===== src/rtl/mul_seq.sv =====
// mul_seq -- multi-cycle multiply sequencer for the EX stage.
//
// Handles one LoongArch multiply at a time (mul.w, mulh.w, mulh.wu).
// Signed operands are converted to magnitudes and fed to an external 32-row
// unsigned partial-product array. ROWS_PER_CYCLE rows are summed into a
// 64-bit accumulator each cycle, the sign is fixed up, and the selected
// half is returned on a valid/ready response port.
//
// Ports:
//   clk, resetn          clock (rising edge), asynchronous active-low reset
//   req_valid/req_ready  request handshake; req_ready is high only when idle
//   req_op               00 mul.w, 01 mulh.w, 10/11 mulh.wu
//   src1, src2           operands
//   flush                synchronous kill of any in-flight operation
//   resp_valid/ready     response handshake
//   resp_result          registered result, held until the next fix-up
//   busy                 block is not idle
//   arr_m, arr_r         registered multiplicand/multiplier magnitudes
//   arr_pp               array rows, row k = arr_pp[32k+31:32k]
module mul_seq #(
    parameter int ROWS_PER_CYCLE = 8
) (
    input  logic          clk,
    input  logic          resetn,
    input  logic          req_valid,
    output logic          req_ready,
    input  logic [1:0]    req_op,
    input  logic [31:0]   src1,
    input  logic [31:0]   src2,
    input  logic          flush,
    output logic          resp_valid,
    input  logic          resp_ready,
    output logic [31:0]   resp_result,
    output logic          busy,
    output logic [31:0]   arr_m,
    output logic [31:0]   arr_r,
    input  logic [1023:0] arr_pp
);

    localparam int CYCLES = 32 / ROWS_PER_CYCLE;
    // cnt runs 0..CYCLES: one extra ACCUM cycle drains the row-sum register.
    localparam int CNT_W = $clog2(CYCLES + 1);
    localparam logic [CNT_W-1:0] CNT_LAST = CNT_W'(CYCLES);

    typedef enum logic [1:0] {IDLE, ACCUM, FIX, DONE} state_t;

    state_t            state, state_nxt;
    logic [1:0]        op_q;
    logic              neg_q;
    logic [63:0]       acc;
    logic [CNT_W-1:0]  cnt;
    logic [31:0]       res_q;
    logic [63:0]       sum_p1;
    logic              vld_p1;
    logic              accept;
    logic [63:0]       row_sum_p0;
    logic [4:0]        cnt_base;
    logic [4:0]        row_idx;
    logic [31:0]       row;
    logic [63:0]       acc_fixed;

    function automatic logic [31:0] magnitude(input logic signed [31:0] x);
        // 0x80000000 maps to itself, read as unsigned 2^31.
        return x[31] ? 32'(-x) : 32'(x);
    endfunction

    function automatic logic [63:0] sign_fix(input logic [63:0] v, input logic neg);
        return neg ? (~v + 64'd1) : v;
    endfunction

    function automatic logic [31:0] pick_half(input logic [63:0] v, input logic [1:0] op);
        return (op == 2'b00) ? v[31:0] : v[63:32];
    endfunction

    // ---- FSM: state register ----
    always_ff @(posedge clk or negedge resetn) begin
        if (!resetn) state <= IDLE;
        else         state <= state_nxt;
    end

    // ---- FSM: next state and outputs ----
    always_comb begin
        state_nxt   = state;
        req_ready   = 1'b0;
        busy        = 1'b1;
        resp_valid  = 1'b0;
        accept      = 1'b0;
        case (state)
            IDLE: begin
                req_ready = 1'b1;
                busy      = 1'b0;
                accept    = req_valid && !flush;
                if (accept) state_nxt = ACCUM;
            end
            ACCUM:   if (cnt == CNT_LAST) state_nxt = FIX;
            FIX:     state_nxt = DONE;
            DONE: begin
                resp_valid = 1'b1;
                if (resp_ready) state_nxt = IDLE;
            end
            default: state_nxt = IDLE;
        endcase
        if (flush) state_nxt = IDLE;
    end

    assign resp_result = res_q;
    assign acc_fixed   = sign_fix(acc, neg_q);

    // ---- stage p0: sum this cycle's rows, each shifted by its row index ----
    always_comb begin
        row_sum_p0 = '0;
        row_idx    = '0;
        row        = '0;
        cnt_base   = 5'(int'(cnt) * ROWS_PER_CYCLE);
        for (int j = 0; j < ROWS_PER_CYCLE; j++) begin
            row_idx    = cnt_base + 5'(j);
            row        = arr_pp[{row_idx, 5'd0} +: 32];
            row_sum_p0 = row_sum_p0 + ({32'd0, row} << row_idx);
        end
    end

    // ---- stage p1: accumulate, sign fix-up, result register ----
    always_ff @(posedge clk or negedge resetn) begin
        if (!resetn) begin
            arr_m  <= '0;
            arr_r  <= '0;
            op_q   <= '0;
            neg_q  <= 1'b0;
            acc    <= '0;
            cnt    <= '0;
            res_q  <= '0;
            sum_p1 <= '0;
            vld_p1 <= 1'b0;
        end else begin
            sum_p1 <= row_sum_p0;
            vld_p1 <= (state == ACCUM) && (cnt != CNT_LAST) && !flush;
            if (accept) begin
                op_q <= req_op;
                acc  <= '0;
                cnt  <= '0;
                if (req_op == 2'b01) begin
                    arr_m <= magnitude(src1);
                    arr_r <= magnitude(src2);
                    neg_q <= src1[31] ^ src2[31];
                end else begin
                    arr_m <= src1;
                    arr_r <= src2;
                    neg_q <= 1'b0;
                end
            end else if (state == ACCUM && !flush) begin
                cnt <= cnt + CNT_W'(1);
                if (vld_p1) acc <= acc + sum_p1;
            end else if (state == FIX && !flush) begin
                acc   <= acc_fixed;
                res_q <= pick_half(acc_fixed, op_q);
            end
        end
    end

endmodule


===== config.mk =====
export PLATFORM = sky130hd
export DESIGN_NAME = mul_seq
export DESIGN_NICKNAME = d
export VERILOG_FILES = /design/src/rtl/mul_seq.sv
export SDC_FILE = /design/constraint.sdc
export NUM_CORES = 2
export LEC_CHECK = 0
export BUFFER_PORTS_ARGS = -buffer_cell sky130_fd_sc_hd__buf_2
export CAP_MARGIN = 20
export CELL_PAD_IN_SITES_DETAIL_PLACEMENT = 0
export CELL_PAD_IN_SITES_GLOBAL_PLACEMENT = 1
export CORE_AREA = 2 2 462 464
export DETAILED_ROUTE_END_ITERATION = 8
export DIE_AREA = 0 0 464 466
export GPL_ROUTABILITY_DRIVEN = 0
export PLACE_DENSITY_LB_ADDON = 0.1
export SETUP_SLACK_MARGIN = 0.5
export SYNTH_ARGS = -nofsm -noshare
export SYNTH_HDL_FRONTEND = slang
export SYNTH_SLANG_ARGS = --single-unit

===== constraint.sdc =====
create_clock -name clk -period 19.8 [get_ports clk]
set_clock_uncertainty 0.2 [all_clocks]
set_input_delay 3.96 -clock clk [delete_from_list [all_inputs] [get_ports clk]]
set_output_delay 3.96 -clock clk [all_outputs]
set_load 0.02 [all_outputs]

==> impl_results.html <==
<table>
<tr><th>Metric</th><th>Value</th></tr>
<tr><th colspan="2">Critical path</th></tr>
<tr><td>Worst stage delay on the critical path</td><td>0.73 ns</td></tr>
<tr><td>FF-to-FF setup slack</td><td>10.09 ns</td></tr>
<tr><td>Required time at the endpoint of the critical path</td><td>20.03 ns</td></tr>
<tr><td>Startpoint type of the worst setup path</td><td>input port</td></tr>
<tr><td>Cell seen most often among critical-path stages</td><td>sky130_fd_sc_hd__fa_1</td></tr>
<tr><td>Worst-path fanout max</td><td>7</td></tr>
<tr><td>Crit path arrival time</td><td>10.67 ns</td></tr>
<tr><td>Critical Path, Cell by Cell</td><td>buf_2 &gt; mux2i_1 &gt; nor2_1 &gt; a21oi_1 &gt; fa_1 &gt; inv_1 &gt; fa_1 &gt; fa_1 &gt; inv_1 &gt; fa_1 &gt; inv_1 &gt; ha_1 &gt; and3_1 &gt; nand2_1 &gt; nor3_1 &gt; nand3_1 &gt; o21ai_0 &gt; a21oi_1 &gt; and2_0 &gt; o41ai_1 &gt; a221oi_1 &gt; xnor2_1</td></tr>
<tr><td>Family with the most delay on the worst path</td><td>adder cells</td></tr>
<tr><td>Critical-path top delay cell</td><td>sky130_fd_sc_hd__o41ai_1</td></tr>
<tr><td>Setup crit end kind</td><td>flip-flop</td></tr>
<tr><td>Setup Crit Path Kind</td><td>input port to flip-flop</td></tr>
<tr><td>Sum of buffers and inverters on the critical path</td><td>4</td></tr>
<tr><th colspan="2">STA</th></tr>
<tr><td>Worst max-slew margin expressed relative to the limit</td><td>26.2%</td></tr>
<tr><td>Unrepaired setup endpoints after global routing</td><td>no</td></tr>
<tr><td>Count of final max-slew check failures</td><td>0</td></tr>
<tr><td>Final hold vios</td><td>0</td></tr>
<tr><td>Measured slew at the worst slew-check pin</td><td>1.10 ns</td></tr>
<tr><td>Setup Viol. Count Final</td><td>0</td></tr>
<tr><td>Peak clock frequency supported by timing</td><td>0.0958 GHz</td></tr>
<tr><td>Final TNS setup</td><td>0 ns</td></tr>
<tr><td>Final Cycle Share</td><td>52.7%</td></tr>
<tr><td>Final period demand of the worst path</td><td>10.44 ns</td></tr>
<tr><th colspan="2">Detailed routing</th></tr>
<tr><td>Final wirelength</td><td>235000 um</td></tr>
<tr><td>Wire per inst</td><td>29.4 um</td></tr>
<tr><td>Final antenna-violating net count</td><td>0</td></tr>
<tr><td>Average vias per placed instance</td><td>4.39</td></tr>
<tr><td>First-iteration detailed-routing DRC count</td><td>2161</td></tr>
<tr><td>DRC violation count after routing</td><td>0</td></tr>
<tr><td>Via count</td><td>35100</td></tr>
<tr><td>Number of iterations in the first detailed-routing pass</td><td>5</td></tr>
<tr><th colspan="2">Synth</th></tr>
<tr><td>Sequential element share of the synthesized area</td><td>17.2%</td></tr>
<tr><td>Parity-gate share of the synthesized area counting xor and xnor cells</td><td>6.01%</td></tr>
<tr><td>Synth top area share</td><td>19.3%</td></tr>
<tr><td>Largest area contributor in the synthesized netlist</td><td>sky130_fd_sc_hd__fa_1</td></tr>
<tr><td>Combinational family with the most area after synthesis</td><td>adder cells</td></tr>
<tr><td>Syn_nets</td><td>5598</td></tr>
<tr><td>Mapped cell area</td><td>34000 um2</td></tr>
<tr><td>Most numerous cell in the Yosys netlist</td><td>sky130_fd_sc_hd__inv_1</td></tr>
<tr><td>Post-synthesis adder-cell area fraction</td><td>24.7%</td></tr>
<tr><td>Dominant cells by area after synthesis</td><td>sky130_fd_sc_hd__fa_1 (19%), sky130_fd_sc_hd__dfrtp_1 (17%), sky130_fd_sc_hd__mux2i_1 (7.7%), sky130_fd_sc_hd__ha_1 (5.3%), sky130_fd_sc_hd__inv_1 (4.9%)</td></tr>
<tr><td>Number of enable flip-flop cells after synthesis</td><td>0</td></tr>
<tr><td>Distinct cell type count after synthesis</td><td>71</td></tr>
<tr><td>Portion of netlist area occupied by mux cells</td><td>12.1%</td></tr>
<tr><td>Top flip-flop cell by instance count after synthesis</td><td>sky130_fd_sc_hd__dfrtp_1</td></tr>
<tr><td>Number of warnings reported in the yosys synthesis log</td><td>0</td></tr>
<tr><td>Area fraction in compound gates after synthesis</td><td>17.7%</td></tr>
<tr><td>Share of flip-flops with an asynchronous set or reset</td><td>100%</td></tr>
<tr><td>Avg Inst Size Synth</td><td>8.43 um2</td></tr>
<tr><td>Leading cell types by count after synthesis</td><td>sky130_fd_sc_hd__inv_1 (443), sky130_fd_sc_hd__nand2_1 (397), sky130_fd_sc_hd__fa_1 (328), sky130_fd_sc_hd__nor2_1 (328), sky130_fd_sc_hd__a21oi_1 (324)</td></tr>
<tr><td>Synthesized-area fraction occupied by and/or/nand/nor cells</td><td>14.8%</td></tr>
<tr><td>Register bit count reported by yosys</td><td>233</td></tr>
<tr><td>Syn Inst Count</td><td>4030</td></tr>
<tr><th colspan="2">Run status</th></tr>
<tr><td>Outcome</td><td>finished, final reports clean</td></tr>
<tr><th colspan="2">Clock tree</th></tr>
<tr><td>Number of buffers inserted during clock tree synthesis</td><td>35</td></tr>
<tr><td>CTS root buffer</td><td>sky130_fd_sc_hd__clkbuf_16</td></tr>
<tr><td>H-Tree Level Count</td><td>2</td></tr>
<tr><td>Clk sinks</td><td>233</td></tr>
<tr><td>Number of buffers inserted to repair setup after CTS</td><td>0</td></tr>
<tr><td>Clock-pin slew reported for the worst setup and hold paths after clock tree synthesis</td><td>0.05 ns</td></tr>
<tr><td>Number of hold buffers added after CTS</td><td>0</td></tr>
<tr><td>CTS max path bufs</td><td>3</td></tr>
<tr><td>CTS tree</td><td>yes</td></tr>
<tr><td>Post-cts gate resize count</td><td>0</td></tr>
<tr><td>Insertion delay of the later-clocked pin in the worst-skew pair</td><td>0.57 ns</td></tr>
<tr><th colspan="2">Floorplan</th></tr>
<tr><td>Die Area</td><td>216000 um2</td></tr>
<tr><td>Floorplan row count</td><td>169</td></tr>
<tr><td>Std-Cell Core Area</td><td>211000 um2</td></tr>
<tr><td>Die W</td><td>464 um</td></tr>
<tr><td>Height of the chip</td><td>466 um</td></tr>
<tr><td>I/O pin count</td><td>1194</td></tr>
<tr><td>Initial cell density of the core</td><td>16.1%</td></tr>
<tr><th colspan="2">Placed design</th></tr>
<tr><td>Number of buffer cells added on primary ports</td><td>1193</td></tr>
<tr><td>HPWL after DPL</td><td>207000 um</td></tr>
<tr><th colspan="2">Cells and area</th></tr>
<tr><td>Proportion of layout cells with a drive suffix above 1</td><td>27.5%</td></tr>
<tr><td>Layout Nets</td><td>6626</td></tr>
<tr><td>Seq. cell area</td><td>5840 um2</td></tr>
<tr><td>Fillers</td><td>24000</td></tr>
<tr><td>Total area of multi-input combinational cells</td><td>25600 um2</td></tr>
<tr><td>Area growth from synthesis to final layout</td><td>30.9%</td></tr>
<tr><th colspan="2">GRT</th></tr>
<tr><td>Pin count of the biggest net entering global routing</td><td>149</td></tr>
<tr><td>Total global routing track utilization</td><td>20.9%</td></tr>
<tr><td>Number of global-route vias before repair</td><td>35900</td></tr>
<tr><td>Wire length of the first global-routing pass</td><td>311000 um</td></tr>
<tr><td>Gr ovfl total</td><td>0</td></tr>
<tr><td>Initial antenna violation count</td><td>305</td></tr>
<tr><th colspan="2">Run</th></tr>
<tr><td>Number of maximum-capacitance constraint violations</td><td>0</td></tr>
<tr><th colspan="2">Worst hold path</th></tr>
<tr><td>Worst hold-check path type</td><td>flip-flop to flip-flop</td></tr>
</table>
[tightest hold or removal path, stage by stage, from the launching register on]
cell	delay, ns
sky130_fd_sc_hd__dfrtp_1	0.33
sky130_fd_sc_hd__nand2_1	0.05
sky130_fd_sc_hd__o21ai_0	0.06
[sequential cells by signal, summed over array words and instances (netlist names)]
register,flops
vld_p1,1
arr_m,32
cnt,3
arr_r,32
resp_result,32
acc,64
op_q,2
state,2
sum_p1,64
neg_q,1
[logic make-up after synthesis]
group	count (synthesis)
AOI/OAI and AO/OA	981
xor gates and xnor gates	233
adders and majority gates	473
buffers and inverters	684
DFF	233
muxes	329
and+or+nand+nor	1097
[through the flow]
stage	util (%)	hold WS (ns)	area, um2	setup slack [ns]	std cells
2_1_floorplan	-	0.260	34000	10.58	4030
3_3_place_gp	20.3	0.256	43000	8.64	7842
3_5_place_dp	20.3	0.261	43000	8.59	7842
4_1_cts	20.9	0.276	44200	9.17	7904
5_1_grt	21.0	0.289	44300	8.93	7959
6_report	21.0	0.267	44400	9.36	8003
[area by class of cell]
type | count | share of cell area (%)
antenna | 99 | 0.557
clock buffer | 49 | 2.31
clock inverter | 13 | 0.462
inverter | 444 | 3.75
multi-input combinational | 3113 | 57.6
sequential | 233 | 13.1
tap | 2821 | 7.94
timing repair buffer | 1231 | 14.2
[final timing paths]
| kind | startpoint | cells after the start | end |
|---|---|---|---|
| max | arr_pp[776] | 22 | sum_p1[60] |
| min | resp_result[31] | 2 | resp_result[31] |
| max reg2reg | cnt[0] | 23 | sum_p1[60] |
| min reg2reg | resp_result[31] | 2 | resp_result[31] |
| max in group asynchronous | resetn | 2 | sum_p1[10] |
| min in group asynchronous | resetn | 1 | arr_m[12] |
[routing by layer]
layer | GRT usage, % | up-vias | routed length, um
met2 | 35.8 | 1375 | 113000
met3 | 5.08 | 560 | 15200
met1 | 25.9 | 17100 | 97700
li1 | - | 16000 | -
met5 | 0 | - | 1060
met4 | 5.59 | 132 | 7870
[layout by cell type (no fill, tap or decap), types with 45 or more instances in the layout]
cell / instances
sky130_fd_sc_hd__a21oi_1: 324
sky130_fd_sc_hd__diode_2: 99
sky130_fd_sc_hd__and3_1: 63
sky130_fd_sc_hd__a21o_1: 71
sky130_fd_sc_hd__inv_1: 442
sky130_fd_sc_hd__buf_2: 1192
sky130_fd_sc_hd__dfrtp_1: 230
sky130_fd_sc_hd__o211a_1: 46
sky130_fd_sc_hd__nor3_1: 45
sky130_fd_sc_hd__nor2_1: 320
sky130_fd_sc_hd__mux2i_1: 260
sky130_fd_sc_hd__xnor2_1: 130
sky130_fd_sc_hd__and2_1: 63
sky130_fd_sc_hd__ha_1: 145
sky130_fd_sc_hd__fa_1: 328
sky130_fd_sc_hd__xor2_1: 103
sky130_fd_sc_hd__nand2_1: 397
sky130_fd_sc_hd__mux4_2: 64
sky130_fd_sc_hd__o21ai_0: 292
Power is left out: the tool's default activity adds up to more than one toggle a clock period on the data nets, which glitch-free logic cannot reach.
